File: config.mk
export PLATFORM = sky130hd
export DESIGN_NAME = noc_pe_endpoint
export DESIGN_NICKNAME = d
export VERILOG_FILES = /design/src/rtl/noc_pe_endpoint.sv
export SDC_FILE = /design/constraint.sdc
export NUM_CORES = 1
export LEC_CHECK = 0
export CORE_MARGIN = 2
export CORE_UTILIZATION = 45
export CTS_CLUSTER_SIZE = 20
export DETAILED_ROUTE_END_ITERATION = 8
export GPL_ROUTABILITY_DRIVEN = 0
export PLACE_DENSITY = 0.74
export RECOVER_POWER = 50
export SLEW_MARGIN = 40
export SYNTH_ARGS = -nofsm -noshare
export SYNTH_HDL_FRONTEND = slang
export SYNTH_SLANG_ARGS = --single-unit
File: constraint.sdc
create_clock -name clk -period 6.25 [get_ports clk]
set_clock_uncertainty 0.15 [all_clocks]
set_input_delay 1.25 -clock clk [delete_from_list [all_inputs] [get_ports clk]]
set_output_delay 1.25 -clock clk [all_outputs]
set_load 0.01 [all_outputs]
File: src/rtl/noc_pe_endpoint.sv
// Processing-element endpoint on a 2D mesh NoC: a TX FIFO feeds the switch PE port,
// and an RX FIFO collects correctly addressed payloads, counting drops and misroutes.
module noc_pe_endpoint #(
    parameter int X           = 2,
    parameter int Y           = 2,
    parameter int data_width  = 32,
    parameter int x_size      = 1,
    parameter int y_size      = 1,
    parameter int total_width = x_size + y_size + data_width,
    parameter int x_coord     = 0,
    parameter int y_coord     = 0,
    parameter int TX_DEPTH    = 4,
    parameter int RX_DEPTH    = 4
) (
    input  logic                   clk,
    input  logic                   rstn,
    input  logic                   i_valid_tx,
    input  logic [data_width-1:0]  i_data_tx,
    input  logic [x_size-1:0]      i_dest_x,
    input  logic [y_size-1:0]      i_dest_y,
    output logic                   o_ready_tx,
    output logic                   o_valid_noc,
    output logic [total_width-1:0] o_data_noc,
    input  logic                   i_ready_noc,
    input  logic                   i_valid_noc,
    input  logic [total_width-1:0] i_data_noc,
    output logic                   o_valid_rx,
    output logic [data_width-1:0]  o_data_rx,
    input  logic                   i_ready_rx,
    output logic [7:0]             o_drop_cnt,
    output logic [7:0]             o_misroute_cnt
);
    localparam int TX_AW = $clog2(TX_DEPTH);
    localparam int RX_AW = $clog2(RX_DEPTH);
    // An endpoint placed outside the mesh can never be a legal destination.
    localparam bit COORD_OK = (x_coord < X) && (y_coord < Y);

    logic [total_width-1:0] tx_mem_q [TX_DEPTH];
    logic [data_width-1:0]  rx_mem_q [RX_DEPTH];
    logic [TX_AW:0]         tx_wr_q, tx_rd_q;
    logic [RX_AW:0]         rx_wr_q, rx_rd_q;
    logic                   ready_en_q;
    logic [7:0]             drop_cnt_q, misroute_cnt_q;

    logic tx_full, tx_empty, tx_push, tx_pop;
    logic rx_full, rx_empty, rx_push, rx_pop;
    logic addr_ok, drop, misroute;
    logic [x_size-1:0] hdr_x;
    logic [y_size-1:0] hdr_y;

    // TX side
    assign tx_full  = (tx_wr_q[TX_AW] != tx_rd_q[TX_AW]) &&
                      (tx_wr_q[TX_AW-1:0] == tx_rd_q[TX_AW-1:0]);
    assign tx_empty = (tx_wr_q == tx_rd_q);
    assign o_ready_tx  = ready_en_q & ~tx_full;
    assign o_valid_noc = ~tx_empty;
    assign o_data_noc  = tx_mem_q[tx_rd_q[TX_AW-1:0]];
    assign tx_push = i_valid_tx & o_ready_tx;
    assign tx_pop  = o_valid_noc & i_ready_noc;

    // RX side: header check, then push unless full with no pop this cycle
    assign hdr_x    = i_data_noc[data_width+x_size-1:data_width];
    assign hdr_y    = i_data_noc[total_width-1:data_width+x_size];
    assign addr_ok  = COORD_OK && (hdr_x == x_size'(x_coord)) && (hdr_y == y_size'(y_coord));
    assign rx_full  = (rx_wr_q[RX_AW] != rx_rd_q[RX_AW]) &&
                      (rx_wr_q[RX_AW-1:0] == rx_rd_q[RX_AW-1:0]);
    assign rx_empty = (rx_wr_q == rx_rd_q);
    assign o_valid_rx = ~rx_empty;
    assign o_data_rx  = rx_mem_q[rx_rd_q[RX_AW-1:0]];
    assign rx_pop   = o_valid_rx & i_ready_rx;
    assign rx_push  = i_valid_noc & addr_ok & (~rx_full | rx_pop);
    assign drop     = i_valid_noc & addr_ok & rx_full & ~rx_pop;
    assign misroute = i_valid_noc & ~addr_ok;

    assign o_drop_cnt     = drop_cnt_q;
    assign o_misroute_cnt = misroute_cnt_q;

    always_ff @(posedge clk or negedge rstn) begin
        if (!rstn) begin
            tx_wr_q        <= '0;
            tx_rd_q        <= '0;
            rx_wr_q        <= '0;
            rx_rd_q        <= '0;
            ready_en_q     <= 1'b0;
            drop_cnt_q     <= '0;
            misroute_cnt_q <= '0;
        end else begin
            ready_en_q <= 1'b1;
            if (tx_push) tx_wr_q <= tx_wr_q + 1'b1;
            if (tx_pop)  tx_rd_q <= tx_rd_q + 1'b1;
            if (rx_push) rx_wr_q <= rx_wr_q + 1'b1;
            if (rx_pop)  rx_rd_q <= rx_rd_q + 1'b1;
            if (drop && drop_cnt_q != 8'hFF)         drop_cnt_q     <= drop_cnt_q + 8'd1;
            if (misroute && misroute_cnt_q != 8'hFF) misroute_cnt_q <= misroute_cnt_q + 8'd1;
        end
    end

    // Storage is deliberately unreset; data outputs are meaningless while valid is low.
    always_ff @(posedge clk) begin
        if (tx_push) tx_mem_q[tx_wr_q[TX_AW-1:0]] <= {i_dest_y, i_dest_x, i_data_tx};
        if (rx_push) rx_mem_q[rx_wr_q[RX_AW-1:0]] <= i_data_noc[data_width-1:0];
    end
endmodule

==> impl_metrics.py, run 1 <==
metrics = {
    "cells_and_area": {
        "utilization_pct": 57.22,
        "fin_nets": 743,
        "syn_to_final_growth_pct": 25.42,
        "fill_cells": 1725,
        "postLayoutCellArea_um2": 13830,
        "drive_gt1_share_pct": 17.94,
    },
    "synth": {
        "synthAdderAreaFrac_pct": 1.361,
        "synth_area_um2": 11030,
        "netlist_instances": 478,
        "synth-xor-area-share_pct": 2.360,
        "ys_seq_area_share_pct": 78.46,
        "syn_nets": 564,
        "synth_top_family_by_area": "multiplexers",
        "synth-simple-area-share_pct": 2.258,
        "ys_warn_count": 0,
        "synthMuxAreaShare_pct": 14.12,
        "yosysUniqueCellTypes": 27,
        "syn_area_per_cell_um2": 23.07,
        "synth_compound_area_share_pct": 0.2382,
        "ys_ff_latch": 293,
    },
    "route": {
        "via_per_inst": 5.180,
        "drcViolationCount": 0,
        "first_iter_violations": 353,
        "wl_mm": 19.90,
        "wire_per_inst_um": 19.80,
        "firstDrtPassIters": 5,
        "dr_total_vias": 5206,
        "final_antenna_net_count": 0,
    },
    "timing": {
        "tns_ns": 0,
        "rsz0062_at_grt": "false",
        "slew_violations": 103,
        "fin_crit_sh_pct": 75.96,
        "max_freq_ghz": 0.2106,
        "min_period_ns": 4.747,
        "worstMarginPinSlew_ns": 1.785,
        "holdWs_ns": 0.3388,
        "setup_viol": 0,
        "hold_viol_final": 0,
        "slew_headroom_pct": -19.01,
    },
    "critical_path": {
        "timing.rr.start": "tx_rd_q[1]",
        "cp.required_ns": 4.85,
        "worstPathArrival_ns": 3.35,
        "worst-path-max-fanout": 37,
        "worst-setup-path-type": "reg -> out",
        "critPathLaunchType": "register",
        "endpoint_kind": "output port",
        "r2r-end": "tx_mem_q[0][22]",
        "reg2reg_slack_ns": 2.07,
        "ff2ff_path_depth": 3,
    },
    "placed_design": {
        "place.port_buffers": 158,
        "place_hpwl_mm": 12.29,
        "place_area_um2": 13000,
    },
    "global_route": {
        "grt_antenna_before_repair": 1,
        "grt_pass1_wl_mm": 31.27,
        "grt_pass1_vias": 5701,
        "grt_max_degree": 38,
        "grt_overflow": 0,
        "grt_usage_pct": 15.54,
    },
    "clocking": {
        "cts_resized": 0,
        "clk_pin_slew_ns": 0.06,
        "cts_htree_levels": 1,
        "cts_setup_buffers": 0,
        "cts_root_buffer": "clkbuf_16",
        "clock_path_buffers": 3,
        "cts_tree": "yes",
        "insertion_delay_ns": 0.53,
        "clock_sinks": 293,
        "hold_buffers": 0,
        "numCtsBuffers": 29,
    },
    "pwr": {
        "combPwrFrac_pct": 30.1,
        "ir_worst_vdd_v": 0.0002771,
        "cellLeakagePower_nw": 4.650,
        "p_sw_share_pct": 27.34,
        "powerDensity_nw_per_um2": 427.8,
        "switchingPower_mw": 1.618,
        "clock_power_share_pct": 26.5,
        "p_int_mw": 4.300,
        "power_frac_seq_pct": 43.4,
    },
    "min_path": {
        "whs_path_depth": 1,
        "hold_path_end": "rx_rd_q[2]",
        "worstHoldPathType": "reg -> reg",
        "hold_start": "rx_rd_q[2]",
    },
    "die": {
        "io_pins": 159,
        "die_y_um": 160.6,
        "core-area_um2": 24180,
        "num_rows": 57,
        "dieWidth_um": 160.6,
        "dieArea_um2": 25780,
        "start_util_pct": 45.62,
    },
    "run_status": {
        "status": "finished with violations",
        "failed_checks": "max-capacitance violations, max-slew violations",
    },
    "run": {
        "max-cap-violations": 3,
    },
}
worst max-delay path, stage by stage (launching register included):
cell and delay, ns:
dfrtp_1 1.47, xnor2_1 0.23, a31oi_1 0.46, clkdlybuf4s50_1 0.66
stage by stage:
stage	setup slack (ns)	total power [mW]	cells
global route	1.284	6.206	1004
finish	1.503	5.918	1005
CTS	1.881	6.016	1004
floorplan	3.293	3.580	478
global placement	2.502	4.379	950
detailed placement	2.489	4.429	950
power by group through the flow:
stage	clock network (mW)	registers, mW	logic (mW)
detailed placement	0	2.62	1.81
global route	1.70	2.60	1.91
finish	1.57	2.57	1.78
floorplan	0	2.51	1.07
global placement	0	2.60	1.78
CTS	1.61	2.58	1.83
layer usage:
layer,track usage [%],vias to the layer above,share of wire [%]
met5,0,-,0.065
met4,3.767,2,1.7
met3,4.236,34,8.1
met2,26.35,195,49
met1,20.16,2643,41
li1,-,2332,-
synthesized netlist by cell type:
cell type | number | area [um^2]
a31oi_1 | 1 | 6.260
nand3b_1 | 2 | 15.01
mux2_2 | 6 | 67.56
clkbuf_1 | 6 | 22.52
o221ai_2 | 1 | 15.01
xor2_1 | 17 | 148.9
dfrtp_1 | 29 | 725.7
buf_2 | 7 | 35.03
nor4_1 | 3 | 18.77
inv_1 | 7 | 26.28
mux4_2 | 65 | 1464
edfxtp_1 | 264 | 7928
ha_1 | 12 | 150.1
and3_1 | 8 | 50.05
xnor2_2 | 2 | 32.53
nor2_1 | 4 | 15.01
mux4_1 | 1 | 26.28
nor3_1 | 6 | 30.03
o21ai_1 | 1 | 5.000
nand2_1 | 8 | 30.03
xnor2_1 | 9 | 78.83
nor3b_2 | 1 | 12.51
nand3_1 | 10 | 50.05
nand4_1 | 2 | 12.51
buf_6 | 4 | 45.04
nand4b_2 | 1 | 15.01
conb_1 | 1 | 3.750
registers in the layout (all words and copies together), names as in the netlist:
| register | cells |
|---|---|
| tx_rd_q | 3 |
| o_misroute_cnt | 8 |
| tx_wr_q | 3 |
| ready_en_q | 1 |
| rx_mem_q | 128 |
| rx_wr_q | 3 |
| o_drop_cnt | 8 |
| rx_rd_q | 3 |
| tx_mem_q | 136 |
kinds of logic after synthesis:
| family | count (synthesis) |
|---|---|
| multiplexers | 72 |
| adder cells (fa/ha/maj) | 12 |
| AO/OA/AOI/OAI | 3 |
| flip-flops | 293 |
| XOR/XNOR | 28 |
| buffers and inverters | 24 |
| other | 1 |
| AND/OR/NAND/NOR | 45 |
layout make-up:
cell class              instances  area (um^2)  area share (%)
clock buffers                  43        808.3           5.843
flip-flops and latches        293         8655           62.56
repair buffers                165         1630           11.79
diodes                          1        2.502         0.01809
inverters                       7        26.28          0.1899
clock inverters                11        58.81          0.4251
well taps                     324        405.4           2.931
multi-input cells             161         2247           16.24
cell usage in the layout (no fill, tap or decap):
cell type / synthesis / final
clkinv_1: 0 / 5
inv_1: 7 / 7
mux4_2: 65 / 65
clkinvlp_4: 0 / 1
nand3_1: 10 / 10
nand2_1: 8 / 8
clkbuf_1: 6 / 12
ha_1: 12 / 12
dlygate4sd3_1: 0 / 68
nor3_1: 6 / 6
diode_2: 0 / 1
o221ai_1: 0 / 1
clkbuf_8: 0 / 3
clkbuf_16: 0 / 29
nor3b_2: 1 / 1
clkdlybuf4s50_1: 0 / 90
nand3b_1: 2 / 2
mux4_1: 1 / 1
a31oi_1: 1 / 1
nand4b_1: 0 / 1
o21ai_1: 1 / 1
dfrtp_2: 0 / 1
and3_1: 8 / 4
xnor2_1: 9 / 10
nand4_1: 2 / 2
mux2_2: 6 / 6
xnor2_2: 2 / 1
nor2_1: 4 / 4
clkinv_2: 0 / 3
dfrtp_1: 29 / 28
edfxtp_1: 264 / 264
buf_4: 0 / 6
clkinv_4: 0 / 1
xor2_1: 17 / 17
inv_6: 0 / 1
and3_4: 0 / 4
nor4_1: 3 / 3
conb_1: 1 / 1
worst max-delay path by stage:
stage                              start        endpoint  slack (ns)  depth (start not counted)
after floorplan           i_data_noc[32]  rx_mem_q[3][0]        3.29                          2
after global placement        rx_rd_q[0]    o_data_rx[5]        2.50                          3
after detailed placement      rx_rd_q[0]   o_data_rx[29]        2.49                          3
after CTS                     rx_rd_q[0]    o_data_rx[4]        1.88                          3
after global routing          tx_rd_q[1]      o_ready_tx        1.28                          3
final                         tx_rd_q[1]      o_ready_tx        1.50                          3
No activity file was read; power rests on OpenSTA's default activity.
==> inputs of run 2 (changes only) <==
--- a/config.mk
+++ b/config.mk
@@ -10,7 +10,7 @@
 export CTS_CLUSTER_SIZE = 20
 export DETAILED_ROUTE_END_ITERATION = 8
 export GPL_ROUTABILITY_DRIVEN = 0
-export PLACE_DENSITY = 0.74
+export PLACE_DENSITY = 0.77
 export RECOVER_POWER = 50
 export SLEW_MARGIN = 40
 export SYNTH_ARGS = -nofsm -noshare
==> constraint.sdc (replaced) <==
create_clock -name clk -period 4.2 [get_ports clk]
set_clock_uncertainty 0.15 [all_clocks]
set_input_delay 0.84 -clock clk [delete_from_list [all_inputs] [get_ports clk]]
set_output_delay 0.84 -clock clk [all_outputs]
set_load 0.01 [all_outputs]
==> run 2 against run 1 <==
Effect of this change: the run still ends with max-capacitance violations, max-slew violations left; core utilization up 0.53 points; die area unchanged; sequential cell count unchanged; sequential power grew 47%; non-clock buffer count unchanged; first-iteration DRC count is 7.1% lower; hold slack got worse by 0.0017 ns; final cell count is 0.30% lower; power is 55% higher; critical path depth did not move.
==> impl_metrics.py, run 2 (synthesis gave the netlist of run 1 again) <==
metrics = {
    "clocking": {
        "cts_setup_buffers": 0,
        "cts_resized": 0,
        "clock_sinks": 293,
        "cts_htree_levels": 1,
        "clk_pin_slew_ns": 0.06,
        "numCtsBuffers": 29,
        "cts_root_buffer": "clkbuf_16",
        "clock_path_buffers": 3,
        "insertion_delay_ns": 0.54,
        "hold_buffers": 0,
        "cts_tree": "yes",
    },
    "route": {
        "dr_total_vias": 5316,
        "wl_mm": 20.81,
        "wire_per_inst_um": 20.77,
        "final_antenna_net_count": 0,
        "drcViolationCount": 0,
        "via_per_inst": 5.305,
        "firstDrtPassIters": 4,
        "first_iter_violations": 328,
    },
    "placed_design": {
        "place_area_um2": 13010,
        "place.port_buffers": 158,
        "placed_cells": 950,
        "place_hpwl_mm": 12.79,
    },
    "pwr": {
        "ir_worst_vdd_v": 0.0003894,
        "powerDensity_nw_per_um2": 656.7,
        "power_mw": 9.169,
        "cellLeakagePower_nw": 4.705,
    },
    "critical_path": {
        "worst-setup-path-type": "reg -> out",
        "slowest_delay_ns": 0.88,
        "ff2ff_path_depth": 4,
        "critPathLaunchType": "register",
        "worst-path-max-fanout": 13,
        "cpMaxStageDelayCell": "dfrtp_1",
        "cp-endpoint": "o_ready_tx",
        "crit_start": "tx_rd_q[0]",
        "reg2reg_slack_ns": 0.92,
        "path_cells": "xnor2_1 -> a31oi_1 -> clkdlybuf4s50_1",
        "r2r-end": "rx_mem_q[1][21]",
        "cp.required_ns": 3.21,
        "worstPathArrival_ns": 2.80,
        "critPathTopFamily": "flip-flops",
        "crit_cells": 3,
        "endpoint_kind": "output port",
        "critPathBufInv": 1,
        "timing.rr.start": "rx_rd_q[1]",
    },
    "cells_and_area": {
        "fin_nets": 743,
        "postLayoutCellArea_um2": 13960,
        "utilization_pct": 57.75,
        "drive_gt1_share_pct": 18.64,
        "syn_to_final_growth_pct": 26.59,
        "final_common_cell": "edfxtp_1",
        "instances_no_fill": 1002,
        "layout_common_cells": "edfxtp_1, clkdlybuf4s50_1, dlygate4sd3_1, mux4_2, clkbuf_16",
        "fill_cells": 1739,
        "largest_reg_flops": 136,
    },
    "global_route": {
        "grt_pass1_wl_mm": 32.03,
        "grt_pass1_vias": 5611,
        "grt_antenna_before_repair": 2,
        "grt_overflow": 0,
        "grt_usage_pct": 16.08,
        "grt_max_degree": 36,
    },
    "timing": {
        "max_freq_ghz": 0.2638,
        "hold_viol_final": 0,
        "slew_violations": 67,
        "tns_ns": 0,
        "slew_headroom_pct": -15.38,
        "setup_viol": 0,
        "rsz0062_at_grt": "false",
        "min_period_ns": 3.791,
        "fin_crit_sh_pct": 90.27,
        "worstMarginPinSlew_ns": 1.731,
    },
    "die": {
        "die_y_um": 160.6,
        "dieArea_um2": 25780,
        "dieWidth_um": 160.6,
        "num_rows": 57,
        "io_pins": 159,
        "start_util_pct": 45.62,
        "core-area_um2": 24180,
    },
    "run_status": {
        "status": "finished with violations",
        "failed_checks": "max-capacitance violations, max-slew violations",
    },
    "min_path": {
        "hold_start": "tx_wr_q[2]",
        "worstHoldPathType": "reg -> reg",
    },
    "run": {
        "max-cap-violations": 3,
    },
}
## run 2: how the worst min path moves through the flow
stage / to / slack (ns) / cells after the start
2_1_floorplan: rx_wr_q[2] / 0.31 / 1
3_5_place_dp: tx_wr_q[2] / 0.33 / 1
3_3_place_gp: tx_wr_q[2] / 0.32 / 1
6_report: tx_wr_q[2] / 0.34 / 1
4_1_cts: o_misroute_cnt[3] / 0.17 / 1
5_1_grt: tx_wr_q[2] / 0.35 / 1
## run 2: area by class of cell
class,count,area [um^2],area share (%)
clock buffer,34,744.5,5.332
clock inverter,16,229.0,1.640
multi-input combinational,161,2252,16.13
timing repair buffer,165,1645,11.78
tap,324,405.4,2.903
sequential,293,8655,61.99
inverter,7,26.28,0.1882
antenna,2,5.005,0.03585
## run 2: report_power, final
part	switching [mW]	internal, mW
Sequential	0.239	3.53
Clock	1.03	1.62
Combinational	1.19	1.55
## run 2: routing by layer
| layer | part of all wire [%] | GRT usage (%) | routed length, um |
|---|---|---|---|
| met1 | 41 | 21.57 | 8603 |
| met2 | 48 | 26.20 | 9911 |
| met3 | 8.3 | 4.442 | 1724 |
| met4 | 2.8 | 4.464 | 574 |
| met5 | 0 | 0 | 0 |
## run 2: through the flow
stage	hold WS, ns	setup WS, ns
after floorplan	0.3104	1.598
after global placement	0.3239	1.150
after detailed placement	0.3300	1.091
after CTS	0.1712	0.5481
after global routing	0.3481	0.2503
final	0.3370	0.4085
